File: config.mk
export PLATFORM = sky130hd
export DESIGN_NAME = decode_stage_flat
export DESIGN_NICKNAME = d
export VERILOG_FILES = /design/src/rtl/cpu_pkg.sv /design/src/rtl/decode_stage_if.sv /design/src/rtl/decode_lut.sv /design/src/rtl/decode_stage.sv /design/src/flat_wrapper.sv
export SDC_FILE = /design/constraint.sdc
export NUM_CORES = 1
export LEC_CHECK = 0
export CAP_MARGIN = 20
export CORE_ASPECT_RATIO = 1.5
export CORE_MARGIN = 4
export CORE_UTILIZATION = 50
export DETAILED_ROUTE_END_ITERATION = 7
export DONT_BUFFER_PORTS = 1
export PLACE_DENSITY = 0.61
export REMOVE_ABC_BUFFERS = 1
export SYNTH_ARGS = -nofsm -noshare
export SYNTH_HDL_FRONTEND = slang
export SYNTH_SLANG_ARGS = --single-unit
File: constraint.sdc
create_clock -name clk -period 2.36 [get_ports clk]
set_input_delay 0.472 -clock clk [delete_from_list [all_inputs] [get_ports clk]]
set_output_delay 0.472 -clock clk [all_outputs]
set_load 0.1 [all_outputs]
File: src/rtl/cpu_pkg.sv
// cpu_pkg: opcode, ALU-op, special-register and control-bundle definitions shared by the CPU pipeline.
package cpu_pkg;
  typedef enum logic [4:0] {
    OP_ADD, OP_SUB, OP_MOV, OP_MOV_TO_ADR, OP_MOV_FROM_ADR, OP_LDI_ADR, OP_LDI_MATH,
    OP_MOV_FROM_MATH, OP_MOV_TO_MATH, OP_MOV_MATH_ADR, OP_QMOV_FROM_MATH, OP_QMOV_TO_CNT,
    OP_MOV_FROM_CNT, OP_MOV_TO_CNT, OP_LDI_CNT, OP_BE, OP_BNE, OP_BEZ, OP_BLTZ, OP_BGTE,
    OP_EVU, OP_EVL, OP_LD, OP_ST, OP_JMP, OP_LDI, OP_HALT
  } opcode_t;
  localparam logic [3:0] ALU_ADD = 4'd0, ALU_SUB = 4'd1, ALU_EVU = 4'd2, ALU_EVL = 4'd3,
                         ALU_GTE = 4'd4, ALU_LTZ = 4'd5, ALU_EZ = 4'd6, ALU_EQ = 4'd7, ALU_NE = 4'd8;
  // Register fields are carried at the widest supported address width and narrowed at the stage output.
  localparam int REG_AW_MAX = 8;
  typedef logic [REG_AW_MAX-1:0] reg_addr_t;
  localparam reg_addr_t REG_ADR = 4, REG_MATH = 5, REG_CNT = 7;
  typedef enum logic [1:0] {RUN, HALT_PEND, HALTED} state_t;
  typedef struct packed {
    reg_addr_t  rs0;
    reg_addr_t  rs1;
    reg_addr_t  wr;
    logic       we;
    logic       move;
    logic       imm;
    logic       mem2reg;
    logic       memwr;
    logic       branch;
    logic       start;
    logic       jump_sign;
    logic [3:0] aluop;
    logic [1:0] quarter;
    logic [1:0] reg2mem;
  } ctrl_bundle_t;
endpackage

File: src/rtl/decode_stage_if.sv
// decode_stage_if: fetch/execute handshake and decoded control outputs of decode_stage.
// instr_count/branch_count exist only when DECODE_PERF_CNT_EN is defined.
interface decode_stage_if #(
  parameter int INSTR_W = 9,
  parameter int REG_AW  = 4,
  parameter int CNT_W   = 32
);
  logic               in_valid, in_ready, flush, out_valid, out_ready;
  logic [INSTR_W-1:0] in_instr;
  logic [REG_AW-1:0]  out_rs0, out_rs1, out_wr;
  logic               out_we, out_move, out_imm, out_mem2reg, out_memwr, out_branch, out_start, out_jump_sign;
  logic [3:0]         out_aluop;
  logic [1:0]         out_quarter, out_reg2mem;
  logic               halted, illegal;
`ifdef DECODE_PERF_CNT_EN
  logic [CNT_W-1:0]   instr_count, branch_count;
`else
  logic               unused_cnt_w;
  assign unused_cnt_w = ^CNT_W;
`endif
  modport master (
    output in_valid, in_instr, flush, out_ready,
    input  in_ready, out_valid, out_rs0, out_rs1, out_wr, out_we, out_move, out_imm, out_mem2reg,
           out_memwr, out_branch, out_start, out_jump_sign, out_aluop, out_quarter, out_reg2mem,
           halted, illegal
`ifdef DECODE_PERF_CNT_EN
    , instr_count, branch_count
`endif
  );
  modport slave (
    input  in_valid, in_instr, flush, out_ready,
    output in_ready, out_valid, out_rs0, out_rs1, out_wr, out_we, out_move, out_imm, out_mem2reg,
           out_memwr, out_branch, out_start, out_jump_sign, out_aluop, out_quarter, out_reg2mem,
           halted, illegal
`ifdef DECODE_PERF_CNT_EN
    , instr_count, branch_count
`endif
  );
endinterface

File: src/rtl/decode_lut.sv
// decode_lut: combinational instruction-word to control-bundle decoder; undefined opcodes give a zero bundle plus illegal.
module decode_lut
  import cpu_pkg::*;
#(
  parameter int INSTR_W = 9,
  parameter int OPC_W   = 5
) (
  input  logic [INSTR_W-1:0] instr,
  output ctrl_bundle_t       ctrl,
  output logic               illegal
);
  localparam int OPR_W = INSTR_W - OPC_W;
  logic [OPC_W-1:0] opc;
  logic [OPR_W-1:0] opr;
  reg_addr_t        hi, lo, full;
  assign opc     = instr[INSTR_W-1 -: OPC_W];
  assign opr     = instr[OPR_W-1:0];
  assign hi      = reg_addr_t'(opr[3:2]);
  assign lo      = reg_addr_t'(opr[1:0]);
  assign full    = reg_addr_t'(opr);
  assign illegal = 32'(opc) > 32'(OP_HALT);
  always_comb begin
    ctrl = '0;
    if (!illegal)
      case (opcode_t'(opc[4:0]))
        OP_ADD, OP_SUB:    begin ctrl.we = 1'b1; ctrl.rs0 = hi; ctrl.rs1 = REG_MATH; ctrl.wr = lo; ctrl.aluop = opc[0] ? ALU_SUB : ALU_ADD; end
        OP_MOV:            begin ctrl.move = 1'b1; ctrl.we = 1'b1; ctrl.rs0 = hi; ctrl.wr = lo; end
        OP_MOV_TO_ADR:     begin ctrl.move = 1'b1; ctrl.we = 1'b1; ctrl.rs0 = hi; ctrl.wr = REG_ADR; end
        OP_MOV_FROM_ADR:   begin ctrl.move = 1'b1; ctrl.we = 1'b1; ctrl.rs0 = REG_ADR; ctrl.wr = lo; end
        OP_MOV_FROM_MATH:  begin ctrl.move = 1'b1; ctrl.we = 1'b1; ctrl.rs0 = REG_MATH; ctrl.wr = lo; end
        OP_MOV_TO_MATH:    begin ctrl.move = 1'b1; ctrl.we = 1'b1; ctrl.rs0 = hi; ctrl.wr = REG_MATH; end
        OP_MOV_MATH_ADR:   begin ctrl.move = 1'b1; ctrl.we = 1'b1; ctrl.rs0 = REG_MATH; ctrl.wr = REG_ADR; ctrl.quarter = opr[3:2]; end
        OP_QMOV_FROM_MATH: begin ctrl.move = 1'b1; ctrl.we = 1'b1; ctrl.rs0 = REG_MATH; ctrl.wr = lo; ctrl.quarter = opr[3:2]; end
        OP_QMOV_TO_CNT:    begin ctrl.move = 1'b1; ctrl.we = 1'b1; ctrl.rs0 = lo; ctrl.wr = REG_CNT; ctrl.quarter = opr[3:2]; end
        OP_MOV_FROM_CNT:   begin ctrl.move = 1'b1; ctrl.we = 1'b1; ctrl.rs0 = REG_CNT; ctrl.wr = lo; end
        OP_MOV_TO_CNT:     begin ctrl.move = 1'b1; ctrl.we = 1'b1; ctrl.rs0 = hi; ctrl.wr = REG_CNT; end
        OP_LDI_ADR:        begin ctrl.imm = 1'b1; ctrl.we = 1'b1; ctrl.wr = REG_ADR; ctrl.jump_sign = opr[0]; end
        OP_LDI_MATH:       begin ctrl.imm = 1'b1; ctrl.we = 1'b1; ctrl.rs0 = full; ctrl.wr = REG_MATH; end
        OP_LDI_CNT:        begin ctrl.imm = 1'b1; ctrl.we = 1'b1; ctrl.wr = REG_CNT; end
        OP_LDI:            begin ctrl.imm = 1'b1; ctrl.we = 1'b1; ctrl.wr = lo; end
        OP_BE:             begin ctrl.branch = 1'b1; ctrl.rs0 = hi; ctrl.rs1 = lo; ctrl.aluop = ALU_EQ; end
        OP_BNE:            begin ctrl.branch = 1'b1; ctrl.rs0 = hi; ctrl.rs1 = lo; ctrl.aluop = ALU_NE; end
        OP_BEZ:            begin ctrl.branch = 1'b1; ctrl.rs0 = hi; ctrl.rs1 = lo; ctrl.aluop = ALU_EZ; end
        OP_BLTZ:           begin ctrl.branch = 1'b1; ctrl.rs0 = hi; ctrl.rs1 = lo; ctrl.aluop = ALU_LTZ; end
        OP_BGTE:           begin ctrl.branch = 1'b1; ctrl.rs0 = hi; ctrl.rs1 = lo; ctrl.aluop = ALU_GTE; end
        OP_JMP:            begin ctrl.branch = 1'b1; ctrl.aluop = ALU_EQ; end
        OP_EVU:            begin ctrl.we = 1'b1; ctrl.rs0 = hi; ctrl.wr = lo; ctrl.aluop = ALU_EVU; end
        OP_EVL:            begin ctrl.we = 1'b1; ctrl.rs0 = hi; ctrl.wr = lo; ctrl.aluop = ALU_EVL; end
        OP_LD:             begin ctrl.we = 1'b1; ctrl.mem2reg = 1'b1; ctrl.rs0 = hi; ctrl.rs1 = REG_ADR; ctrl.wr = lo; end
        OP_ST:             begin ctrl.memwr = 1'b1; ctrl.rs0 = hi; ctrl.rs1 = REG_ADR; ctrl.reg2mem = opr[1:0]; end
        OP_HALT:           ctrl.start = 1'b1;
        default:           ctrl = '0;
      endcase
  end
endmodule

File: src/rtl/decode_stage.sv
// decode_stage: registered decode stage with valid/ready handshake, branch flush and halt drain FSM.
// Define DECODE_PERF_CNT_EN to add the instr_count/branch_count performance counters.
module decode_stage
  import cpu_pkg::*;
#(
  parameter int INSTR_W = 9,
  parameter int OPC_W   = 5,
  parameter int REG_AW  = 4,
  parameter int CNT_W   = 32
) (
  input logic           clk,
  input logic           rst_n,
  decode_stage_if.slave bus
);
  state_t       state, state_nxt;
  ctrl_bundle_t dec, q;
  logic         dec_ill, valid, ill, kill, accept, done;
  logic         unused_hi;
  decode_lut #(.INSTR_W(INSTR_W), .OPC_W(OPC_W)) u_lut (.instr(bus.in_instr), .ctrl(dec), .illegal(dec_ill));
  // Flush is ignored once halted; elsewhere it overrides both accept and completion.
  assign kill         = bus.flush & (state != HALTED);
  assign bus.in_ready = (state != HALTED) & (state != HALT_PEND) & (~valid | bus.out_ready);
  assign accept       = bus.in_valid & bus.in_ready & ~kill;
  assign done         = valid & bus.out_ready & ~kill;
  always_ff @(posedge clk or negedge rst_n)
    if (!rst_n) begin
      state <= RUN;
      valid <= 1'b0;
      q     <= '0;
      ill   <= 1'b0;
    end else begin
      state <= state_nxt;
      valid <= ~kill & (accept | (valid & ~bus.out_ready));
      q     <= kill ? '0 : accept ? dec : done ? '0 : q;
      ill   <= accept & dec_ill;
    end
  always_comb begin
    state_nxt = state;
    state_nxt = (state == RUN)       ? ((accept & dec.start) ? HALT_PEND : RUN) :
                (state == HALT_PEND) ? (kill ? RUN : done ? HALTED : HALT_PEND) : HALTED;
  end
  assign bus.out_valid     = valid;
  assign bus.illegal       = ill;
  assign bus.halted        = state == HALTED;
  assign bus.out_rs0       = q.rs0[REG_AW-1:0];
  assign bus.out_rs1       = q.rs1[REG_AW-1:0];
  assign bus.out_wr        = q.wr[REG_AW-1:0];
  assign bus.out_we        = q.we;
  assign bus.out_move      = q.move;
  assign bus.out_imm       = q.imm;
  assign bus.out_mem2reg   = q.mem2reg;
  assign bus.out_memwr     = q.memwr;
  assign bus.out_branch    = q.branch;
  assign bus.out_start     = q.start;
  assign bus.out_jump_sign = q.jump_sign;
  assign bus.out_aluop     = q.aluop;
  assign bus.out_quarter   = q.quarter;
  assign bus.out_reg2mem   = q.reg2mem;
  assign unused_hi = ^{q.rs0[REG_AW_MAX-1:REG_AW], q.rs1[REG_AW_MAX-1:REG_AW], q.wr[REG_AW_MAX-1:REG_AW]};
`ifdef DECODE_PERF_CNT_EN
  logic             held_ill;
  logic [CNT_W-1:0] instr_cnt, branch_cnt;
  always_ff @(posedge clk or negedge rst_n)
    if (!rst_n) begin
      held_ill   <= 1'b0;
      instr_cnt  <= '0;
      branch_cnt <= '0;
    end else begin
      if (accept) held_ill <= dec_ill;
      if (done & ~held_ill) instr_cnt <= instr_cnt + CNT_W'(1);
      if (done & q.branch) branch_cnt <= branch_cnt + CNT_W'(1);
    end
  assign bus.instr_count  = instr_cnt;
  assign bus.branch_count = branch_cnt;
`else
  logic unused_cnt_w;
  assign unused_cnt_w = ^CNT_W;
`endif
endmodule

File: src/flat_wrapper.sv
// flat-port wrapper written by rule: the top's interface ports become plain ports
module decode_stage_flat import cpu_pkg::*;
#(
  parameter int INSTR_W = 9,
  parameter int OPC_W   = 5,
  parameter int REG_AW  = 4,
  parameter int CNT_W   = 32
)
  (clk, rst_n, bus_in_valid, bus_in_instr, bus_flush, bus_out_ready, bus_in_ready, bus_out_valid, bus_out_rs0, bus_out_rs1, bus_out_wr, bus_out_we, bus_out_move, bus_out_imm, bus_out_mem2reg, bus_out_memwr, bus_out_branch, bus_out_start, bus_out_jump_sign, bus_out_aluop, bus_out_quarter, bus_out_reg2mem, bus_halted, bus_illegal);
  decode_stage_if #(.INSTR_W(INSTR_W), .REG_AW(REG_AW), .CNT_W(CNT_W)) bus_i ();
  input logic clk;
  input logic rst_n;
  input wire logic [$bits(bus_i.in_valid)-1:0] bus_in_valid;
  input wire logic [$bits(bus_i.in_instr)-1:0] bus_in_instr;
  input wire logic [$bits(bus_i.flush)-1:0] bus_flush;
  input wire logic [$bits(bus_i.out_ready)-1:0] bus_out_ready;
  output wire logic [$bits(bus_i.in_ready)-1:0] bus_in_ready;
  output wire logic [$bits(bus_i.out_valid)-1:0] bus_out_valid;
  output wire logic [$bits(bus_i.out_rs0)-1:0] bus_out_rs0;
  output wire logic [$bits(bus_i.out_rs1)-1:0] bus_out_rs1;
  output wire logic [$bits(bus_i.out_wr)-1:0] bus_out_wr;
  output wire logic [$bits(bus_i.out_we)-1:0] bus_out_we;
  output wire logic [$bits(bus_i.out_move)-1:0] bus_out_move;
  output wire logic [$bits(bus_i.out_imm)-1:0] bus_out_imm;
  output wire logic [$bits(bus_i.out_mem2reg)-1:0] bus_out_mem2reg;
  output wire logic [$bits(bus_i.out_memwr)-1:0] bus_out_memwr;
  output wire logic [$bits(bus_i.out_branch)-1:0] bus_out_branch;
  output wire logic [$bits(bus_i.out_start)-1:0] bus_out_start;
  output wire logic [$bits(bus_i.out_jump_sign)-1:0] bus_out_jump_sign;
  output wire logic [$bits(bus_i.out_aluop)-1:0] bus_out_aluop;
  output wire logic [$bits(bus_i.out_quarter)-1:0] bus_out_quarter;
  output wire logic [$bits(bus_i.out_reg2mem)-1:0] bus_out_reg2mem;
  output wire logic [$bits(bus_i.halted)-1:0] bus_halted;
  output wire logic [$bits(bus_i.illegal)-1:0] bus_illegal;
  assign bus_i.in_valid = bus_in_valid;
  assign bus_i.in_instr = bus_in_instr;
  assign bus_i.flush = bus_flush;
  assign bus_i.out_ready = bus_out_ready;
  assign bus_in_ready = bus_i.in_ready;
  assign bus_out_valid = bus_i.out_valid;
  assign bus_out_rs0 = bus_i.out_rs0;
  assign bus_out_rs1 = bus_i.out_rs1;
  assign bus_out_wr = bus_i.out_wr;
  assign bus_out_we = bus_i.out_we;
  assign bus_out_move = bus_i.out_move;
  assign bus_out_imm = bus_i.out_imm;
  assign bus_out_mem2reg = bus_i.out_mem2reg;
  assign bus_out_memwr = bus_i.out_memwr;
  assign bus_out_branch = bus_i.out_branch;
  assign bus_out_start = bus_i.out_start;
  assign bus_out_jump_sign = bus_i.out_jump_sign;
  assign bus_out_aluop = bus_i.out_aluop;
  assign bus_out_quarter = bus_i.out_quarter;
  assign bus_out_reg2mem = bus_i.out_reg2mem;
  assign bus_halted = bus_i.halted;
  assign bus_illegal = bus_i.illegal;
  decode_stage #(.INSTR_W(INSTR_W), .OPC_W(OPC_W), .REG_AW(REG_AW), .CNT_W(CNT_W)) u_core (.clk(clk), .rst_n(rst_n), .bus(bus_i));
endmodule
# [Word-level counts from Yosys, hierarchy flattened]
# Cells that the tools add are included.
[classes] add_sub_neg=0 n_mul=0 n_div=0 magnitude_cmp=1 n_eq_ne=30 shift=0 n_mux=23 bitwise=16 reduce_logical=17
[ops] operator="$mux 36" count=4
[ops] operator="$eq 5x5->1 const B" count=11
[ops] operator="$eq 5x4->1 const B" count=8
[ops] operator="$pmux 4 s8" count=1
[ops] operator="$pmux 4 s6" count=1
[ops] operator="$eq 5x3->1 const B" count=4
[ops] operator="$pmux 4 s4" count=1
[ops] operator="$reduce_or 15->1" count=1
[ops] operator="$mux 2" count=6
[ops] operator="$reduce_or 3->1" count=4
[ops] operator="$and 1x1->1" count=11
[ops] operator="$reduce_or 11->1" count=1
[ops] operator="$eq 5x2->1 const B" count=2
[ops] operator="$reduce_or 10->1" count=1
[ops] operator="$mux 1" count=9
[ops] operator="$pmux 3 s3" count=1
[ops] operator="$reduce_or 2->1" count=4
[ops] operator="$reduce_or 6->1" count=1
[ops] operator="$eq 5x1->1 const B" count=1
[ops] operator="$gt 5x5->1 const B" count=1
[ops] operator="$logic_not 5->1" count=1
[ops] operator="$reduce_or 5->1" count=1
[ops] operator="$reduce_or 4->1" count=1
[ops] operator="$not 1->1" count=3
[ops] operator="other kinds (7)" count=8
[totals] reg_bits=32 latchBits=0 ramBits=0 romBits=0 word_cells=104 memories=0

# [Depth between registers and ports, before layout]
[depth] ltp_word=8 ltp_mapped=7 depth_no_buf=6

# [By module]
# A second synthesis with hierarchy kept.
[hier_totals] hier_cells=219 hier_area_um2=2109.5
[by_module_without_submodules] module="decode_stage" instances=1 cells_per_inst=85 area_each_um2=1236.2 seq_area_each_um2=800.8
[by_module_without_submodules] module="decode_lut" instances=1 cells_per_inst=134 area_each_um2=873.3 seq_area_each_um2=0.0

# [Least setup slack after synthesis]
# No wires, ideal clock.
[synth_timing] path_kind="register to output" startpoint="reg u_core.valid, in the netlist u_core.bus.out_valid" endpoint="out bus_in_ready" arrival_ns=2.326 t_required_ns=1.888 path_slack_ns=-0.438 path_stages_with_launch=3 path_cell_list="dfrtp_1 nor2b_4 nor2_1"
[synth_between] elab_chain_cells=3
[synth_rtl] item="start: declaration" line_no="decode_stage.sv:17" rtl="logic dec_ill, valid, ill, kill, accept, done;"
[synth_rtl] item="start signal: assignment" line_no="decode_stage.sv:33" rtl="valid <= ~kill & (accept | (valid & ~bus.out_ready));"
[synth_rtl] item="$not 1->1" line_no="decode_stage.sv:22" rtl="assign bus.in_ready = (state != HALTED) & (state != HALT_PEND) & (~valid | bus.out_ready);"
[synth_rtl] item="$or 1x1->1" line_no="decode_stage.sv:22"
[synth_rtl] item="$and 1x1->1" line_no="decode_stage.sv:22"
[synth_rtl] item="end: declaration" line_no="flat_wrapper.sv:17" rtl="output wire logic [$bits(bus_i.in_ready)-1:0] bus_in_ready;"
# Every way passes these cells.

# [Worst setup path after layout]
[layout_timing] startpoint="reg u_core.state[0]" endpoint="reg u_core.q (netlist bit u_core.bus.out_rs0[2])"
[layout_between] elab_chain_cells=7 word_cells_on_any_way=12 cone_classes="eq/ne (2); mux (2); bitwise (7); reduce/logical (1)"
[layout_rtl] item="start: declaration" line_no="decode_stage.sv:15" rtl="state_t state, state_nxt;"
[layout_rtl] item="start signal: assignment" line_no="decode_stage.sv:32" rtl="state <= state_nxt;"
[layout_rtl] item="$ne 2x2->1 or $ne 2x1->1 (tied branches)" line_no="decode_stage.sv:21, decode_stage.sv:22"
[layout_rtl] item="$and 1x1->1 (2 in series)" line_no="decode_stage.sv:22"
[layout_rtl] item="$and 1x1->1 (2 in series)" line_no="decode_stage.sv:23" rtl="assign accept = bus.in_valid & bus.in_ready & ~kill;"
[layout_rtl] item="$mux 36 (2 in series)" line_no="decode_stage.sv:34" rtl="q <= kill ? '0 : accept ? dec : done ? '0 : q;"
[layout_rtl] item="end signal: assignment" line_no="decode_stage.sv:34"
[layout_rtl] item="end: declaration" line_no="decode_stage.sv:16" rtl="ctrl_bundle_t dec, q;"
# Several ways; a longest one is shown, not always the timed one.
# A chain may end at the register's enable or synchronous reset.

==> key figures <==
Floorplanning
  – Die W: between 50 and 60 um
  – Io pins: 46
  – Initial Util: 53.3%
  – Die ar.: 5100 um2
  – Rows: 27
  – Core area: ~3700 um2
  – Die Span Y: between 80 and 90 um

Worst setup path
  – Worst Path Arrival: around 2.3 ns
  – WS Path Type: reg2reg
  – Crit path launch type: register
  – Crit path max fanout: 12
  – Worst Path Required: 2.56 ns
  – Flop-to-flop setup slack: roughly 0.28 ns
  – Length in cells of the worst reg-to-reg path: 6
  – Worst Setup End Kind: register
  – FF-to-FF Start: u_core.state[0]$_DFF_PN0_
  – FF-to-FF End: u_core.bus.out_rs0[2]$_DFFE_PN0P_

Global routing
  – First-pass GRT wire length: roughly 8600 um
  – GRT Util Overall: 21.5%
  – Vias in the first global route: between 1500 and 2000
  – Initial antenna violation count: 0
  – Gr ovfl total: 0
  – Largest net degree at the start of global routing: 34

Logic synthesis
  – Synthesized area: about 2000 um2
  – Avg Cell Area, Syn: roughly 9.5 um2
  – Main combinational cell family by area after synthesis: compound AO/OA/AOI/OAI gates
  – Synth top area share: 37.5%
  – Synth Area in Compound Gates: slightly below 30%
  – Yosys reg bits: 30
  – Async set-reset flop share out of synthesis: 100%
  – Netlist cell types: just under 60
  – Mux cell area share after synthesis: ~2.1%
  – Synth area leader: dfrtp_1
  – Xor and xnor fraction of the mapped netlist area: less than 1%
  – Simple-Gate Fraction of Synth Area: between 20% and 30%
  – Area contributors post-synth: dfrtp_1 (38%), a22o_1 (5.3%), buf_2 (3.8%)
  – Synth Area in Adders: about 1.9%
  – Post-synthesis sequential area ratio: 37.5%
  – Post-Syn Instances: roughly 210
  – Synthesis Warnings: 0
  – Ys flop type: dfrtp_1
  – EDFF count, synth: 0

Placement
  – Port bufs: 0
  – Placed insts: ~260
  – Dpl ws: around 0.27 ns
  – Placed instance area: 2160 um2
  – Post-detail-place hpwl: between 3000 and 4000 um
  – RePlAce Congestion: roughly 0.86

Pwr
  – LEAKAGE: slightly above 1 nW
  – Pwr dens: between 400 and 500 nW/um2
  – Tot Pwr: 1.12 mW
  – Peak VDD IR: 0.356 mV

Clock tree
  – CTS tree: yes
  – Postcts setup bufs: 0
  – Clk sinks: 30
  – Clock root buffer: clkbuf_8
  – H-tree depth: 2
  – Worst-path clk slew: ~0.07 ns
  – Skew-Pair Late Insertion Delay: approximately 0.28 ns
  – CTS Buf Count: 5
  – Max Root-Sink Buffers: 2

STA
  – Post-Route Setup TNS: 0 ns
  – Worst setup margin: ~0.28 ns
  – Clock Skews: about 0.0047 ns
  – Final setup viols: 0
  – Final min period: 2.08 ns
  – Fin crit share: 88.1%
  – Worst-Margin Slew: between 0.9 and 1 ns
  – Max Transition Viols Final: 0
  – Fmax: about 480 MHz
  – Final Hold Viols: 0
  – WHS: about 0.0036 ns
  – RSZ-0062 raised after global routing: no
  – Max-slew headroom: 39.3%

Routing
  – Initial DRT Pass Iterations: 6
  – 1st-iter DRT viols: 46
  – Wire per inst: about 18 um
  – Vias per cell: approximately 6.3
  – Remaining DRCs: 0
  – Via count: around 1700
  – WL final: 4930 um
  – Routed Antenna Nets: 0

Finish
  – Share of layout cells above drive strength 1: between 20% and 30%
  – Diode count: 0
  – Fin area: 2260 um2
  – Nets: 243
  – Non-filler cells, final: roughly 270
  – Layout Area Growth over Synthesis: 13.1%
  – Layout Utilization: approximately three fifths

Status
  – Status: finished, final reports clean

Hold path
  – Hold Path Class: in2async

Run
  – Max-cap violations: 0
repair_timing:
item                                   CTS  global route
endpoints found under the hold margin   30             0
gates resized for setup                  0             0
hold buffers                             1             0
power by group:
group | internal (mW) | leakage [nW] | switching, mW
sequential | 0.522 | 0.411 | 0.00856
clock | 0.197 | 0.0438 | 0.192
combinational | 0.0615 | 0.555 | 0.134
total | 0.781 | 1.01 | 0.335
critical path, stage by stage (launching register included):
cell and delay (ns):
dfrtp_1 0.35, inv_1 0.06, ha_1 0.32, nand2b_1 0.24, or3_4 0.51, a221o_1 0.32
o31ai_2 0.18
sequential cells by signal (all words and copies together), names as in the netlist, 2 cells and up:
name	count
u_core.bus.out_reg2mem	2
u_core.bus.out_wr	3
u_core.bus.out_aluop	4
u_core.bus.out_rs0	4
u_core.state	2
u_core.bus.out_quarter	2
u_core.bus.out_rs1	3
synth_stat cells, types with 3 or more instances:
master / instances
a21oi_1: 12
a22o_1: 12
a32o_1: 7
and2_1: 3
buf_2: 15
buf_4: 3
clkbuf_1: 3
dfrtp_1: 30
ha_1: 3
inv_1: 6
mux2i_1: 3
nand2_1: 14
nand2b_1: 7
nand3_1: 4
nor2_1: 14
nor2b_1: 8
o211ai_1: 4
o21ai_0: 7
o31ai_1: 4
metal layers:
layer / wire [um] / GRT usage [%] / up-vias
met5: 0 / 0 / -
met4: 136 / 8.87 / 0
met3: 329 / 6.70 / 11
met2: 2470 / 35.7 / 59
met1: 1990 / 25.0 / 799
li1: - / - / 814
final cells by class:
| type | instances | area, um2 |
|---|---|---|
| multi-input cells | 154 | 1110 |
| clock inverters | 2 | 10.0 |
| flip-flops and latches | 30 | 751 |
| repair buffers | 29 | 243 |
| well taps | 43 | 53.8 |
| fillers | 323 | 1490 |
| inverters | 6 | 22.5 |
| clock buffers | 5 | 68.8 |
placed cells by master, fill, tap and decap left out, types with 3 or more instances in the layout:
| master | n |
|---|---|
| o31ai_1 | 4 |
| nand2b_1 | 7 |
| buf_4 | 27 |
| a32o_1 | 7 |
| nand3_1 | 4 |
| clkbuf_8 | 5 |
| dfrtp_1 | 30 |
| mux2i_1 | 3 |
| ha_1 | 3 |
| nor2_1 | 13 |
| a21oi_1 | 12 |
| and2_1 | 3 |
| a22o_1 | 12 |
| o21ai_0 | 7 |
| o211ai_1 | 4 |
| inv_1 | 6 |
| nor2b_1 | 8 |
| nand2_1 | 14 |
worst max path at each step:
| stage | startpoint | end | depth (start not counted) |
|---|---|---|---|
| finish | u_core.state[0]$_DFF_PN0_ | u_core.bus.out_rs0[2]$_DFFE_PN0P_ | 6 |
| global placement | u_core.state[0]$_DFF_PN0_ | u_core.bus.out_rs0[2]$_DFFE_PN0P_ | 6 |
| CTS | u_core.state[0]$_DFF_PN0_ | u_core.bus.out_rs0[2]$_DFFE_PN0P_ | 6 |
| floorplan | u_core.state[0]$_DFF_PN0_ | u_core.bus.out_aluop[1]$_DFFE_PN0P_ | 5 |
| global route | u_core.state[1]$_DFF_PN0_ | u_core.bus.out_quarter[1]$_DFFE_PN0P_ | 6 |
| detailed placement | u_core.state[0]$_DFF_PN0_ | u_core.bus.out_rs0[2]$_DFFE_PN0P_ | 6 |
logic make-up after synthesis:
family	after synthesis
DFF	30
muxes	4
and+or+nand+nor	69
AOI/OAI and AO/OA	74
buffers and inverters	28
xor gates and xnor gates	2
adders and majority gates	3
other	1
No activity file was read; power rests on OpenSTA's default activity.
